==> src/rtl/fir_pkg.sv <==
// fir_pkg: shared defaults, coefficient reset value and guard-bit helper for fir_prog
package fir_pkg;
  localparam int DEF_TAPS = 5;
  localparam int DEF_IW = 4;
  localparam int DEF_CW = 4;
  localparam int DEF_OW = 16;
  localparam int COEF_RST = 1;
  function automatic int guard_bits(input int n);
    return $clog2(n);
  endfunction
endpackage

==> src/rtl/fir_tap.sv <==
// fir_tap: one lane holding a programmable coefficient and its registered full-width product
module fir_tap import fir_pkg::*; #(
  parameter int IW = DEF_IW,
  parameter int CW = DEF_CW,
  parameter int AW = 3,
  parameter int IDX = 0
) (
  input  logic                 clk,
  input  logic                 rst,
  input  logic                 coef_we,
  input  logic [AW-1:0]        coef_addr,
  input  logic signed [CW-1:0] coef_data,
  input  logic                 load,
  input  logic signed [IW-1:0] sample,
  output logic signed [IW+CW-1:0] prod
);
  logic signed [CW-1:0] coef;
  logic signed [IW+CW-1:0] prod_d;
  REGISTER_R #(.N(CW), .INIT(CW'(COEF_RST))) u_coef (
    .clk, .rst, .ce(coef_we && coef_addr == AW'(IDX)), .d(coef_data), .q(coef));
  assign prod_d = sample * coef;
  REGISTER_R #(.N(IW+CW)) u_prod (.clk, .rst, .ce(load), .d(prod_d), .q(prod));
endmodule

==> src/rtl/register_r.sv <==
// REGISTER_R: clock-enabled register with asynchronous active-high reset to INIT
module REGISTER_R #(
  parameter int N = 1,
  parameter logic [N-1:0] INIT = '0
) (
  input  logic         clk,
  input  logic         rst,
  input  logic         ce,
  input  logic [N-1:0] d,
  output logic [N-1:0] q
);
  always_ff @(posedge clk or posedge rst)
    if (rst) q <= INIT;
    else if (ce) q <= d;
endmodule

==> src/rtl/fir_prog.sv <==
// fir_prog: two-stage programmable FIR with valid/ready handshake; FIR_PROG_SATURATE_EN clamps instead of wrapping
module fir_prog import fir_pkg::*; #(
  parameter int NUM_TAPS = DEF_TAPS,
  parameter int NUM_INPUT_BITS = DEF_IW,
  parameter int NUM_COEF_BITS = DEF_CW,
  parameter int NUM_OUTPUT_BITS = DEF_OW
) (
  input  logic                                clk,
  input  logic                                rst,
  input  logic                                in_valid,
  output logic                                in_ready,
  input  logic signed [NUM_INPUT_BITS-1:0]    In,
  input  logic                                coef_we,
  input  logic [$clog2(NUM_TAPS)-1:0]         coef_addr,
  input  logic signed [NUM_COEF_BITS-1:0]     coef_data,
  output logic                                out_valid,
  input  logic                                out_ready,
  output logic signed [NUM_OUTPUT_BITS-1:0]   Out
);
  localparam int IW = NUM_INPUT_BITS;
  localparam int OW = NUM_OUTPUT_BITS;
  localparam int PW = NUM_INPUT_BITS + NUM_COEF_BITS;
  localparam int SW = PW + guard_bits(NUM_TAPS);
  localparam int AW = $clog2(NUM_TAPS);
  logic advance, accept, v1;
  logic signed [IW-1:0] tap [NUM_TAPS];
  logic signed [IW-1:0] shifted [NUM_TAPS];
  logic signed [PW-1:0] prod [NUM_TAPS];
  logic signed [SW-1:0] sum;
  logic signed [OW-1:0] out_d;
  assign advance = !out_valid || out_ready;
  assign in_ready = advance;
  assign accept = in_valid && advance;
  for (genvar k = 0; k < NUM_TAPS; k++) begin : g_lane
    if (k == 0) begin : g_head
      assign shifted[k] = In;
    end else begin : g_body
      assign shifted[k] = tap[k-1];
    end
    REGISTER_R #(.N(IW)) u_dl (.clk, .rst, .ce(accept), .d(shifted[k]), .q(tap[k]));
    fir_tap #(.IW(IW), .CW(NUM_COEF_BITS), .AW(AW), .IDX(k)) u_tap (
      .clk, .rst, .coef_we, .coef_addr, .coef_data,
      .load(accept), .sample(shifted[k]), .prod(prod[k]));
  end
  always_comb begin
    sum = '0;
    for (int i = 0; i < NUM_TAPS; i++) sum = sum + SW'(prod[i]);
  end
`ifdef FIR_PROG_SATURATE_EN
  localparam int EW = SW > OW ? SW : OW;
  localparam logic signed [EW-1:0] HI = {{(EW-OW+1){1'b0}}, {(OW-1){1'b1}}};
  localparam logic signed [EW-1:0] LO = {{(EW-OW+1){1'b1}}, {(OW-1){1'b0}}};
  logic signed [EW-1:0] sx;
  assign sx = EW'(sum);
  assign out_d = sx > HI ? OW'(HI) : sx < LO ? OW'(LO) : OW'(sx);
`else
  assign out_d = OW'(sum);
`endif
  // Stage 2 loads only real results so Out keeps the last one while idle
  REGISTER_R #(.N(1)) u_v1 (.clk, .rst, .ce(advance), .d(accept), .q(v1));
  REGISTER_R #(.N(OW)) u_out (.clk, .rst, .ce(advance && v1), .d(out_d), .q(Out));
  REGISTER_R #(.N(1)) u_ov (.clk, .rst, .ce(advance), .d(v1), .q(out_valid));
endmodule

==> config.mk <==
export PLATFORM = sky130hd
export DESIGN_NAME = fir_prog
export DESIGN_NICKNAME = d
export VERILOG_FILES = /design/src/rtl/fir_pkg.sv /design/src/rtl/fir_tap.sv /design/src/rtl/register_r.sv /design/src/rtl/fir_prog.sv
export SDC_FILE = /design/constraint.sdc
export NUM_CORES = 1
export LEC_CHECK = 0
export BUFFER_PORTS_ARGS = -buffer_cell sky130_fd_sc_hd__buf_2
export CORE_MARGIN = 2
export CORE_UTILIZATION = 55
export CTS_CLUSTER_SIZE = 16
export DETAILED_ROUTE_END_ITERATION = 12
export PLACE_DENSITY = 0.73
export SLEW_MARGIN = 20
export SYNTH_ARGS = -nofsm -noshare
export SYNTH_HDL_FRONTEND = slang
export SYNTH_SLANG_ARGS = --single-unit
==> constraint.sdc <==
create_clock -name clk -period 6.4 [get_ports clk]
set_clock_uncertainty 0.05 [all_clocks]
set_input_delay 0.96 -clock clk [delete_from_list [all_inputs] [get_ports clk]]
set_output_delay 0.96 -clock clk [all_outputs]
set_load 0.01 [all_outputs]
==> impl_metrics.yaml <==
logic_synthesis:
  ys_seq_area_share_pct: 30.90
  yosysTopAreaCell: "dfrtp_1"
  synth_ff_type: "dfrtp_1"
  syn_area_per_cell_um2: 10.27
  synth_nets: 862
  netlist_area_um2: 7227
  synth_area_leaders: "dfrtp_1 29%, fa_1 20%, ha_1 12%"
  synth_top_area_share_pct: 29.09
  async_reset_ff_share_pct: 100.0
  ys_types: 34
  netlist_instances: 704
  synth_edf_count: 0
  ys_ff_latch: 89
  ys_warn_count: 0
die:
  die_y_um: 118.6
  fp.dieW_um: 118.6
  die_area_um2: 14070
  ios: 34
  coreArea_um2: 12720
  rows: 41
  start_util_pct: 56.81
timing:
  setup_viol: 0
  rsz0062_at_grt: "false"
  hold_violations: 0
  layout_min_cycle_time_ns: 3.773
  finalCritPeriodShare_pct: 58.96
  final.setup.tns_ns: 0
  worst_pin_slew_ns: 0.9304
  slew_viol_final: 0
  fmax_ghz: 0.2650
  relSlewSlack_pct: 37.98
route:
  first_pass_iters: 4
  drtAntennaViolNets: 0
  drt_iter0_drc: 141
  wl_um: 13410
  viasPerCell: 5.111
  drcViolationCount: 0
  wl_per_cell_um: 14.72
  vias: 4656
final_layout:
  final_nets: 892
  areaGrowthSynthToFinish_pct: 9.003
  n_antenna_cell: 0
  drive_gt1_share_pct: 14.61
  multi_input_area_um2: 4358
  nFillCells: 1100
  regArea_um2: 2233
  fin_util_pct: 61.92
clock_tree:
  postCtsSetupBuffers: 0
  cts_root_buf: "clkbuf_16"
  cts_max_path_buffers: 2
  clkTransAtPathRegs_ns: 0.06
  clock-sinks: 89
  numCtsBuffers: 9
  clock_latency_ns: 0.34
  cts_tree: "done"
  cts_hold_buf: 0
  htree_levels: 3
  cts_resized: 0
global_routing:
  grt_first_pass_wirelength_um: 23250
  track_usage_pct: 20.94
  grt_max_degree: 83
  first_global_vias: 4888
  grt_overflow: 0
  antenna_found_initial: 0
critical_path:
  critical_path_arrival_ns: 3.92
  worstPathRequired_ns: 6.54
  startpoint_type: "primary input"
  critPathMaxFanout: 5
  end_kind: "flop"
  critical_path_class: "primary input to flop"
place:
  port_buffers: 33
  place_hpwl_um: 10870
  gp_congestion: 0.8271
outcome:
  outcome: "finished, final reports clean"
worst_hold_path:
  hold_path_class: "flop to flop"
run:
  max_cap_viol_count: 0
-- routing by layer --
layer	part of all wire, %	vias to the layer above	wire length (µm)	track usage [%]
met1	44	2298	5960	26.25
met5	0	-	0	0
met2	50	81	6763	36.31
met4	1.7	0	232	6.399
li1	-	2261	-	-
met3	3.4	16	457	4.440
-- placed cells by master (no fill, tap or decap), types with 2 or more instances in the layout --
cell         n
o21ai_0     42
o311ai_0     2
nor2_1       8
dfrtp_1     84
and2_1      27
clkbuf_16    9
buf_4        2
buf_2       33
a21oi_1     17
bufinv_16    3
ha_1        71
xor2_1      14
mux2i_1      2
and3_1       2
nor3_1       2
nand2_1     78
clkinv_2     2
mux2_2      49
nand2b_1    16
inv_1      144
dfstp_2      5
xnor2_1     26
a21o_1      13
fa_1        71
o211ai_1     2
-- flip-flops by register name, summed over array words and instances, names as in the netlist --
signal,cells
g_lane.u_tap.u_prod.q,40
g_lane.u_dl.q,16
u_out.q,11
u_v1.q,1
g_lane.u_tap.u_coef.q,20
u_ov.q,1
-- per-stage QoR --
stage                     cell area [µm²]  hold WS, ns  setup slack, ns  instances
after floorplan                      7227       0.3998            2.603        704
after global placement               7532       0.4083            2.377        895
after detailed placement             7532       0.4142            2.239        895
after CTS                            7878       0.4280            2.619        911
after global routing                 7878       0.4498            2.461        911
final                                7878       0.4248            2.627        911
-- cell families after synthesis --
family          Yosys count  share of synthesized area [%]
compound gates           81                          6.406
simple gates            140                          9.141
flops                    89                          30.90
fa+ha+maj               142                          31.96
mux                      51                          7.912
buf+inv                 161                          8.830
xor+xnor                 40                          4.848
-- worst max-delay path, cell delays in order --
cell and delay, ns:
buf_2 0.12, nand2b_1 0.16, fa_1 0.57, fa_1 0.44, fa_1 0.51, inv_1 0.04
ha_1 0.20, inv_1 0.07, fa_1 0.20, inv_1 0.06, a21o_1 0.15, a21oi_1 0.20
xnor2_1 0.15, o21ai_0 0.09
-- synth_stat cells, types with 3 or more instances --
cell type	number
and2_1	27
nor2_1	8
nand2b_1	16
a21o_1	13
a21oi_1	17
fa_1	71
buf_2	3
nand2_1	79
buf_4	8
dfstp_2	5
o21ai_0	42
mux2_2	49
dfrtp_1	84
ha_1	71
inv_1	145
xor2_1	14
xnor2_1	26
clkbuf_1	5
-- layout make-up --
class / count / share of cell area, %
Clock buffer: 11 / 3.081
Clock inverter: 5 / 1.302
Inverter: 145 / 6.925
Multi-Input combinational cell: 454 / 55.32
Sequential cell: 89 / 28.35
Tap cell: 172 / 2.732
Timing Repair Buffer: 35 / 2.287
-- worst paths after layout --
check	to	from	slack, ns	cells past startpoint
worst min register to register	u_out.q[7]	u_out.q[7]	0.42	2
worst max register to register	u_out.q[10]	g_lane[0].u_tap.u_prod.q[4]	2.72	13
worst max-delay path	g_lane[0].u_tap.u_prod.q[7]	In[0]	2.63	14
max in group asynchronous	g_lane[4].u_tap.u_coef.q[2]	rst	4.61	3
worst min-delay path	u_out.q[7]	u_out.q[7]	0.42	2
min in group asynchronous	u_ov.q	rst	0.49	2
Power is left out: the tool's default activity adds up to more than one toggle a clock period on the data nets, which glitch-free logic cannot reach.
